===== src/rtl/p08_spi_vec_loader.sv =====
// SPI view-vector loader: receives PX,PY,FX,FY,VX,VY over a mode-0 SPI link and
// commits the double-buffered frame to the trace core on the VBLANK frame tick.
module p08_spi_vec_loader #(
  parameter int unsigned   W          = 16,
  parameter int unsigned   SYNC_DEPTH = 2,
  parameter logic [W-1:0]  DEF_PX     = 16'h0B00,
  parameter logic [W-1:0]  DEF_PY     = 16'h0B00,
  parameter logic [W-1:0]  DEF_FX     = 16'h0000,
  parameter logic [W-1:0]  DEF_FY     = 16'hFC00,
  parameter logic [W-1:0]  DEF_VX     = 16'h0200,
  parameter logic [W-1:0]  DEF_VY     = 16'h0000
) (
  input  logic         i_clk,
  input  logic         i_reset_n,
  input  logic         i_vec_csb,
  input  logic         i_vec_sclk,
  input  logic         i_vec_mosi,
  input  logic         i_frame_tick,
  output logic [W-1:0] o_player_x,
  output logic [W-1:0] o_player_y,
  output logic [W-1:0] o_facing_x,
  output logic [W-1:0] o_facing_y,
  output logic [W-1:0] o_vplane_x,
  output logic [W-1:0] o_vplane_y,
  output logic         o_pending,
  output logic         o_updated,
  output logic         o_frame_err,
  output logic         o_busy
);

  localparam int unsigned FW    = 6 * W;
  localparam int unsigned CNT_W = $clog2(FW + 2);
  localparam logic [CNT_W-1:0] CNT_FULL = CNT_W'(FW);
  localparam logic [CNT_W-1:0] CNT_SAT  = CNT_W'(FW + 1);
  localparam logic [FW-1:0]    DEF_ALL  = {DEF_PX, DEF_PY, DEF_FX, DEF_FY, DEF_VX, DEF_VY};

  typedef enum logic {ST_IDLE, ST_SHIFT} state_e;

  logic [SYNC_DEPTH-1:0] csb_sync_q, sclk_sync_q, mosi_sync_q;
  logic                  sclk_prev_q;
  logic                  csb_s, sclk_s, mosi_s, sclk_rise;

  state_e            state_q, state_d;
  logic [CNT_W-1:0]  cnt_q, cnt_d;
  logic [FW-1:0]     shift_q, shift_d;
  logic [FW-1:0]     buf_q, buf_d;
  logic [FW-1:0]     out_q, out_d;
  logic              pend_q, pend_d;
  logic              upd_q, upd_d;
  logic              err_q, err_d;
  logic              done_c;

  // Pin synchronisers; csb idles high so reset mid-transfer shows a fresh falling edge.
  always_ff @(posedge i_clk or negedge i_reset_n) begin
    if (!i_reset_n) begin
      csb_sync_q  <= '1;
      sclk_sync_q <= '0;
      mosi_sync_q <= '0;
      sclk_prev_q <= 1'b0;
    end else begin
      csb_sync_q  <= {csb_sync_q[SYNC_DEPTH-2:0], i_vec_csb};
      sclk_sync_q <= {sclk_sync_q[SYNC_DEPTH-2:0], i_vec_sclk};
      mosi_sync_q <= {mosi_sync_q[SYNC_DEPTH-2:0], i_vec_mosi};
      sclk_prev_q <= sclk_s;
    end
  end

  assign csb_s     = csb_sync_q[SYNC_DEPTH-1];
  assign sclk_s    = sclk_sync_q[SYNC_DEPTH-1];
  assign mosi_s    = mosi_sync_q[SYNC_DEPTH-1];
  assign sclk_rise = sclk_s & ~sclk_prev_q;

  always_ff @(posedge i_clk or negedge i_reset_n) begin
    if (!i_reset_n) begin
      state_q <= ST_IDLE;
      cnt_q   <= '0;
      shift_q <= '0;
      buf_q   <= '0;
      out_q   <= DEF_ALL;
      pend_q  <= 1'b0;
      upd_q   <= 1'b0;
      err_q   <= 1'b0;
    end else begin
      state_q <= state_d;
      cnt_q   <= cnt_d;
      shift_q <= shift_d;
      buf_q   <= buf_d;
      out_q   <= out_d;
      pend_q  <= pend_d;
      upd_q   <= upd_d;
      err_q   <= err_d;
    end
  end

  // Transfer FSM plus commit; a tick always commits the buffer as it stood before this edge.
  always_comb begin
    state_d = state_q;
    cnt_d   = cnt_q;
    shift_d = shift_q;
    buf_d   = buf_q;
    out_d   = out_q;
    upd_d   = 1'b0;
    err_d   = 1'b0;
    done_c  = 1'b0;

    case (state_q)
      ST_IDLE: begin
        if (!csb_s) begin
          state_d = ST_SHIFT;
          cnt_d   = '0;
        end
      end
      ST_SHIFT: begin
        if (csb_s) begin
          state_d = ST_IDLE;
          if (cnt_q == CNT_FULL) begin
            done_c = 1'b1;
            buf_d  = shift_q;
          end else if (cnt_q != '0) begin
            err_d = 1'b1;
          end
        end else if (sclk_rise) begin
          shift_d = {shift_q[FW-2:0], mosi_s};
          if (cnt_q != CNT_SAT) cnt_d = cnt_q + CNT_W'(1);
        end
      end
      default: state_d = ST_IDLE;
    endcase

    if (i_frame_tick && pend_q) begin
      out_d = buf_q;
      upd_d = 1'b1;
    end
    pend_d = done_c | (pend_q & ~i_frame_tick);
  end

  assign o_player_x  = out_q[6*W-1 -: W];
  assign o_player_y  = out_q[5*W-1 -: W];
  assign o_facing_x  = out_q[4*W-1 -: W];
  assign o_facing_y  = out_q[3*W-1 -: W];
  assign o_vplane_x  = out_q[2*W-1 -: W];
  assign o_vplane_y  = out_q[W-1 -: W];
  assign o_pending   = pend_q;
  assign o_updated   = upd_q;
  assign o_frame_err = err_q;
  assign o_busy      = (state_q == ST_SHIFT);

endmodule


===== config.mk =====
export PLATFORM = sky130hd
export DESIGN_NAME = p08_spi_vec_loader
export DESIGN_NICKNAME = d
export VERILOG_FILES = /design/src/rtl/p08_spi_vec_loader.sv
export SDC_FILE = /design/constraint.sdc
export NUM_CORES = 1
export LEC_CHECK = 0
export ABC_AREA = 0
export CORE_MARGIN = 5
export CORE_UTILIZATION = 45
export DETAILED_ROUTE_END_ITERATION = 8
export GPL_TIMING_DRIVEN = 0
export PLACE_DENSITY = 0.66
export SLEW_MARGIN = 15
export SYNTH_ARGS = -nofsm -noshare
export SYNTH_HDL_FRONTEND = slang
export SYNTH_SLANG_ARGS = --single-unit

===== constraint.sdc =====
create_clock -name i_clk -period 2.3 [get_ports i_clk]
set_input_delay 0.69 -clock i_clk [delete_from_list [all_inputs] [get_ports i_clk]]
set_output_delay 0.69 -clock i_clk [all_outputs]
set_load 0.01 [all_outputs]

### Word level (Yosys, flattened, before mapping)

Index checks and enable logic that the tools add are counted.

| storage, ports and cells | value |
|---|---|
| bits in registers | 306 |
| output and inout bits | 100 |
| input port bits | 6 |

| operators by class | value |
|---|---|
| reductions and logical operators | 5 |
| equal/unequal tests | 6 |
| mux-type cells | 14 |
| add/subtract/negate cells | 1 |
| bitwise gates (word level) | 7 |

Operators by type and width:

| kind | count |
|---|---|
| $mux W7 | 4 |
| $pmux W7 S2 | 1 |
| $mux W1 | 9 |
| $add A7 B1 Y7 const B | 1 |
| $eq A7 B7 Y1 const B | 1 |
| $ne A7 B7 Y1 const B | 1 |
| $reduce_bool A7 Y1 | 1 |
| $ne A2 B2 Y1 const B | 3 |
| $reduce_and A3 Y1 | 2 |
| $not A1 Y1 | 4 |
| $reduce_and A4 Y1 | 1 |
| $and A1 B1 Y1 | 2 |
| $ne A2 B1 Y1 const B | 1 |
| $logic_and A1 B1 Y1 | 1 |
| $or A1 B1 Y1 | 1 |

### Longest topological paths before layout

Gate-level depths: netlist of run 1.

| depth | value |
|---|---|
| depth in word-level cells | 5 |
| gate-level depth with buffers | 7 |
| depth with buffers taken out | 5 |

### Least setup slack after synthesis of run 1

OpenSTA, ideal clock, no wires.

| timing | value |
|---|---|
| kind | in2reg |
| from | in i_frame_tick |
| to | reg out_q[66] |
| setup slack | 429 ps |
| arrival | 1746 ps |
| stages on the path | 4 |
| buffers on the path | 2 |
| data required time | 2175 ps |
| cell sequence | nand2_1 buf_1 buf_2 mux2_2 |

| between the ends | value |
|---|---|
| word-level cells in the longest chain between the ends | 1 |

Ends and longest elaborated chain:

| item | RTL line | source |
|---|---|---|
| from (decl) | 18 | `input logic i_frame_tick,` |
| $logic_and A1 B1 Y1 | 130 | `if (i_frame_tick && pend_q) begin` |
| to (signal assigned) | 88 | `out_q <= out_d;` |
| to (decl) | 47 | `logic [FW-1:0] out_q, out_d;` |

Every way passes these cells.
A chain may end at the register's enable or synchronous reset.

### Final worst setup path of run 1

| timing | value |
|---|---|
| from | reg out_q[30] |
| to | out o_vplane_x[14] |

RTL lines:

| item | RTL line | source |
|---|---|---|
| to (decl) | 23 | `output logic [W-1:0] o_vplane_x,` |

No word-level cell between the ends.

==> summary.txt, run 1 <==
Setup path
  • Critical Path RT: 1.61 ns
  • CP startpoint kind: register
  • R2r setup slk: 0.18 ns
  • CP Class: register to primary output
  • Setup crit end kind: primary output
  • WP buf/inv: 1
  • Slowest cell on crit path: clkdlybuf4s50_1
  • Critical path data arrival time: 1.50 ns
  • Reg-to-Reg End: buf_q[91]$_DFFE_PN0P_
  • Worst r2r src: cnt_q[3]$_DFFE_PN0P_
  • Cell breakdown of the critical path: clkdlybuf4s50_1
  • Worst reg-to-reg path cell count: 6
  • Critical Path Fanout Max: 2
  • CP peak stage delay: 0.58 ns
  • CP delay by family, top: buffers and inverters

Drt
  • Initial drt markers: 416
  • DR pass1 iterations: 4
  • Routed vias: 6647
  • DRT Wirelength: 20400 um
  • Via density: 4.84
  • WL/cell: 14.9 um
  • Antenna viol nets, final: 0
  • DRC Markers: 0

Clocking
  • Reg clk slew, reported paths: 0.06 ns
  • Clk buf depth: 3
  • TritonCTS clock tree: yes
  • Clk sinks: 306
  • CTS HTree Levels: 1
  • Clock root buffer: clkbuf_16
  • Clock Latency Late Sink: 0.54 ns
  • CTS Buf Count: 31
  • CTS Hold Bufs: 0

Place
  • Detail Placement HPWL: 13000 um
  • Post-Place Setup Slack: -0.749 ns
  • Dpl cell area: 13000 um2
  • Number of buffers inserted by port buffering: 105
  • Routability Congestion: 0.725

Logic synthesis
  • Syn Nets: 889
  • Synth Instances: 880
  • Post-synth EDFFs: 0
  • Yosys reg bits: 306
  • Cell Area, Synth: 11400 um2
  • Ys Warns: 0
  • Post-Syn Area per Cell: 13.0 um2
  • Ys flop type: dfrtp_1
  • Sequential element share of the synthesized area: 67.2%
  • Synth cell types: 28
  • Async set-reset flop share out of synthesis: 100%

Run
  • Max Cap Violations: 0

Floorplanning
  • Total die area: 28700 um2
  • Die width: 169 um
  • FP Rows: 58
  • Num ports: 106
  • Starting density of the core: 45.5%
  • Die height: 169 um
  • Core area: 25100 um2

STA
  • Hold Violations, Final: 0
  • Tightest Pin Transition: 0.773 ns
  • Setup tns final: 0 ns
  • RSZ-0062 raised after global routing: false
  • Setup WS post-layout: 0.108 ns
  • Period utilization: 95.3%
  • Clock Skew: 0.00794 ns
  • Clock period minus worst slack: 2.19 ns
  • Slew Viols, Final: 0
  • Endpoints failing setup: 0
  • Slew HR: 48.2%
  • Max Clock Freq: 456 MHz

GRT
  • Tot GR Track Use: 14.9%
  • Largest net degree at the start of global routing: 108
  • Number of global-route vias before repair: 6872
  • First-pass GRT wire length: 35900 um
  • Initial antenna violation count: 0
  • Overflow after GRT: 0

Layout
  • Most frequent cells in the layout: nand2_1 (297), dfrtp_1 (291), mux2_2 (163), clkdlybuf4s50_1 (90), clkbuf_16 (31)
  • # fillers: 2150
  • Synth-to-Final Area Change: 22.7%
  • Layout cells sized above 1: 24.1%
  • Fin nets: 1027
  • Commonest non-fill, non-tap cell in the layout: nand2_1
  • Final Instance Area: 14000 um2

Pwr
  • Lkg Pwr: 0.00737 uW
  • Worst VDD drop: 0.000585 V
  • Pwr Density: 774 nW/um2

Run status
  • Status: completed

Min path
  • Worst hold-check path type: primary input to async pin
==> where the power goes <==
group,total (uW),leakage (uW),switching (uW),internal (uW)
Combinational,208,0.00262,162,45.9
Clock,5200,0.000543,1990,3210
Sequential,5450,0.00420,31.1,5420
==> cell type report <==
cell class,count,area (um2),area share (%)
antenna,1,2.50,0.0178
buffer,41,195,1.39
clock buffer,49,973,6.94
clock inverter,8,115,0.821
inverter,6,22.5,0.161
multi-input combinational,525,3540,25.2
sequential,306,7680,54.7
tap,330,413,2.94
timing repair buffer,107,1090,7.80
==> cells by family after synthesis <==
family          share of synthesized area [%]
simple gates                             10.7
mux                                      19.1
flops                                    67.2
xor+xnor                               0.0766
fa+ha+maj                               0.328
buf+inv                                  1.96
compound gates                          0.701
==> per-layer routing <==
| metal | up-vias | wire [um] | GRT usage [%] |
|---|---|---|---|
| met5 | - | 0 | 0 |
| met4 | 0 | 464 | 3.64 |
| met3 | 32 | 858 | 3.05 |
| met2 | 99 | 9560 | 23.5 |
| met1 | 3338 | 9520 | 21.5 |
| li1 | 3178 | - | - |
==> worst max path at each step <==
stage | from | endpoint | slack [ns] | depth (start not counted)
after floorplan | i_frame_tick | out_q[66]$_DFFE_PN0P_ | 0.43 | 4
after global placement | i_reset_n | out_q[57]$_DFFE_PN0P_ | -12.62 | 1
after detailed placement | i_frame_tick | out_q[78]$_DFFE_PN0P_ | -0.75 | 5
after CTS | cnt_q[3]$_DFFE_PN0P_ | buf_q[91]$_DFFE_PN0P_ | 0.05 | 6
after global routing | cnt_q[5]$_DFFE_PN0P_ | buf_q[81]$_DFFE_PN0P_ | 0.02 | 6
final | out_q[30]$_DFFE_PN0P_ | o_vplane_x[14] | 0.11 | 1
==> synthesized netlist by cell type, types with 2 or more instances <==
| library cell | number | share of area (%) |
|---|---|---|
| nand4_1 | 3 | 0.16 |
| mux2_2 | 163 | 16 |
| o21ai_0 | 8 | 0.35 |
| nand2_1 | 297 | 9.8 |
| buf_6 | 3 | 0.30 |
| dfrtp_1 | 291 | 64 |
| clkbuf_1 | 20 | 0.66 |
| buf_2 | 11 | 0.48 |
| ha_1 | 3 | 0.33 |
| nor2_1 | 5 | 0.16 |
| mux2i_1 | 2 | 0.18 |
| buf_1 | 8 | 0.26 |
| inv_1 | 6 | 0.20 |
| nor3_2 | 2 | 0.18 |
| and3_1 | 3 | 0.16 |
| dfstp_2 | 15 | 3.4 |
| mux2_1 | 29 | 2.9 |
==> worst reg2reg max path: stages (launching register included) <==
cell,delay (ns)
dfrtp_1,0.42
nor3_2,0.25
nand2_1,0.12
nor3_4,0.39
buf_4,0.30
buf_6,0.19
mux2_1,0.33
==> per-stage QoR <==
stage	util, %	power [uW]	cells	hold WS (ns)
after floorplan	-	5600	880	0.331
after global placement	51.4	5750	1315	0.338
after detailed placement	51.6	5770	1317	0.336
after CTS	55.9	11000	1373	0.205
after global routing	55.9	11300	1372	0.241
final	55.9	10900	1373	0.192
==> sequential cells by signal, indices dropped and copies added, names as in the netlist, 2 cells and up <==
register,flops
buf_q,96
shift_q,96
csb_sync_q,2
cnt_q,7
mosi_sync_q,2
out_q,96
sclk_sync_q,2
==> what timing repair did <==
item,4_1_cts,5_1_grt
pin swaps,0,1
gates resized for setup,16,0
setup endpoints to repair,140,50
buffers inserted,0,0
No activity file was read; power rests on OpenSTA's default activity.
==> inputs of run 2 (changes only) <==
- clock period: 2.3 -> 2.2 ns (I/O delays scaled with it)
==> summary.txt, run 2 (synthesis gave the netlist of run 1 again) <==
Setup path
  • CP startpoint kind: register (unchanged)
  • CP delay by family, top: buffers and inverters (unchanged)
  • Worst reg-to-reg path cell count: 6 (unchanged)
  • Critical Path RT: 1.54 ns (was 1.61 ns)
  • Critical Path Fanout Max: 2 (unchanged)
  • WP buf/inv: 1 (unchanged)
  • Reg-to-Reg End: buf_q[44]$_DFFE_PN0P_ (was buf_q[91]$_DFFE_PN0P_)
  • Critical path data arrival time: 1.47 ns (was 1.50 ns)
  • Cell breakdown of the critical path: clkdlybuf4s50_1 (unchanged)
  • CP peak stage delay: 0.55 ns (was 0.58 ns)
  • Slowest cell on crit path: clkdlybuf4s50_1 (unchanged)
  • R2r setup slk: 0.21 ns (was 0.18 ns)
  • Setup crit end kind: primary output (unchanged)
  • Worst r2r src: cnt_q[3]$_DFFE_PN0P_ (unchanged)
  • CP Class: register to primary output (unchanged)

STA
  • Max Clock Freq: 469 MHz
  • Tightest Pin Transition: 0.758 ns (was 0.773 ns)
  • RSZ-0062 raised after global routing: false (unchanged)
  • Clock Skew: 0.00782 ns (was 0.00794 ns)
  • Slew HR: 49.4% (was 48.2%)
  • Setup tns final: 0 ns (unchanged)
  • Tightest hold margin: 0.166 ns (was 0.192 ns)
  • Clock period minus worst slack: 2.13 ns
  • Slew Viols, Final: 0 (unchanged)
  • Hold Violations, Final: 0 (unchanged)
  • Period utilization: 96.9%
  • Endpoints failing setup: 0 (unchanged)

Pwr
  • Lkg Pwr: 0.00749 uW (was 0.00737 uW)
  • Worst VDD drop: 0.000613 V (was 0.000585 V)
  • Final Power: 11400 uW (was 10900 uW)
  • Pwr Density: 808 nW/um2 (was 774 nW/um2)

Clocking
  • Clock root buffer: clkbuf_16 (unchanged)
  • Clk sinks: 306 (unchanged)
  • CTS Buf Count: 31 (unchanged)
  • TritonCTS clock tree: yes (unchanged)
  • Reg clk slew, reported paths: 0.06 ns (about the same)
  • Clock Latency Late Sink: 0.54 ns (about the same)
  • CTS Hold Bufs: 0 (unchanged)
  • CTS HTree Levels: 1 (unchanged)
  • Clk buf depth: 3 (unchanged)

Layout
  • Register area: 7680 um2 (unchanged)
  • Cell Count, Final, Fillers Out: 1375 (was 1373)
  • Layout cells sized above 1: 24.4% (was 24.1%)
  • # fillers: 2148 (was 2150)
  • Fin nets: 1029 (was 1027)
  • Area of the multi-input gates: 3540 um2 (about the same)
  • Most frequent cells in the layout: nand2_1 (296), dfrtp_1 (291), mux2_2 (163), clkdlybuf4s50_1 (84), clkbuf_16 (31) (was nand2_1 (297), dfrtp_1 (291), mux2_2 (163), clkdlybuf4s50_1 (90), clkbuf_16 (31))
  • Commonest non-fill, non-tap cell in the layout: nand2_1 (unchanged)
  • Final Instance Area: 14100 um2 (was 14000 um2)
  • Top Registers: buf_q (96), out_q (96), shift_q (96) (unchanged)
  • Synth-to-Final Area Change: 23.1% (was 22.7%)

Drt
  • DRT Wirelength: 20400 um (about the same)
  • WL/cell: 14.9 um (about the same)
  • Routed vias: 6664 (was 6647)
  • DR pass1 iterations: 6 (was 4)
  • DRC Markers: 0 (unchanged)
  • Antenna viol nets, final: 0 (unchanged)
  • Initial drt markers: 445 (was 416)
  • Via density: 4.85 (was 4.84)

GRT
  • Overflow after GRT: 0 (unchanged)
  • Initial antenna violation count: 0 (unchanged)
  • Tot GR Track Use: 14.9% (unchanged)
  • Largest net degree at the start of global routing: 108 (unchanged)
  • First-pass GRT wire length: 35900 um (unchanged)
  • Number of global-route vias before repair: 6872 (unchanged)

Run
  • Max Cap Violations: 0 (unchanged)

Floorplanning
  • Die width: 169 um (unchanged)
  • Num ports: 106 (unchanged)
  • Starting density of the core: 45.5% (unchanged)
  • Core area: 25100 um2 (unchanged)
  • Total die area: 28700 um2 (unchanged)
  • Die height: 169 um (unchanged)
  • FP Rows: 58 (unchanged)

Place
  • Detail Placement HPWL: 13000 um (unchanged)
  • Dpl cell area: 13000 um2 (unchanged)
  • Number of buffers inserted by port buffering: 105 (unchanged)
  • Routability Congestion: 0.725 (unchanged)
  • Placed cells: 1317 (unchanged)

Min path
  • Worst hold-check path type: primary input to async pin (unchanged)

Run status
  • Status: completed (unchanged)
==> run 2: cell count changes in the layout (fill, tap and decap cells not counted) <==
| cell | before | now |
|---|---|---|
| buf_4 | 1 | 3 |
| clkdlybuf4s50_1 | 90 | 84 |
| nand4bb_1 | 1 | 0 |
| nand4bb_2 | 0 | 1 |
| nand2_2 | 0 | 1 |
| nand2_1 | 297 | 296 |
| dlymetal6s2s_1 | 0 | 6 |
==> run 2: metal layers <==
layer,share of wire [%],GRT usage [%]
met1,47,21.5
met2,47,23.5
met3,4.2,3.05
met4,2.3,3.64
met5,0,0
==> run 2: through the flow <==
step           worst slack, ns  utilization [%]
6_report                0.0687             56.0
3_3_place_gp            -12.69             51.4
5_1_grt                0.00888             56.0
3_5_place_dp            -0.819             51.6
4_1_cts                 0.0124             55.9
2_1_floorplan            0.359                -
==> run 2: how the worst max path moves through the flow <==
stage	from	endpoint	slack [ns]	depth (start not counted)
floorplan	i_frame_tick	out_q[66]$_DFFE_PN0P_	0.36	4
global placement	i_reset_n	out_q[57]$_DFFE_PN0P_	-12.69	1
detailed placement	i_frame_tick	out_q[78]$_DFFE_PN0P_	-0.82	5
CTS	o_pending$_DFF_PN0_	o_pending	0.01	1
global route	sclk_sync_q[1]$_DFF_PN0_	shift_q[80]$_DFFE_PN0P_	0.009	5
finish	out_q[3]$_DFFE_PN0P_	o_vplane_y[3]	0.07	1
==> run 2: what timing repair did <==
action	CTS	global route
resized for setup	16	8
endpoints found under the setup margin	149	130
pin swaps	1	1
setup buffers	0	2
hold endpoints to repair	0	0
==> run 2: report_power, final <==
| part | switching, uW | internal, uW |
|---|---|---|
| combinational | 170 | 48.4 |
| clock | 2080 | 3360 |
| sequential | 32.4 | 5670 |
| total | 2290 | 9070 |
==> run 2: cell type report <==
cell class | instances | share of cell area [%]
Inverter | 6 | 0.160
Clock inverter | 8 | 0.818
Buffer | 41 | 1.39
Sequential cell | 306 | 54.6
Multi-Input combinational cell | 525 | 25.2
Antenna cell | 1 | 0.0178
Tap cell | 330 | 2.94
Clock buffer | 49 | 6.92
Timing Repair Buffer | 109 | 7.99
==> inputs of run 3 (changes only) <==
- ABC_CLOCK_PERIOD_IN_PS: default -> 2200
==> results of run 3 <==
The final DEF is identical to that of run 2; final timing and power are the same.
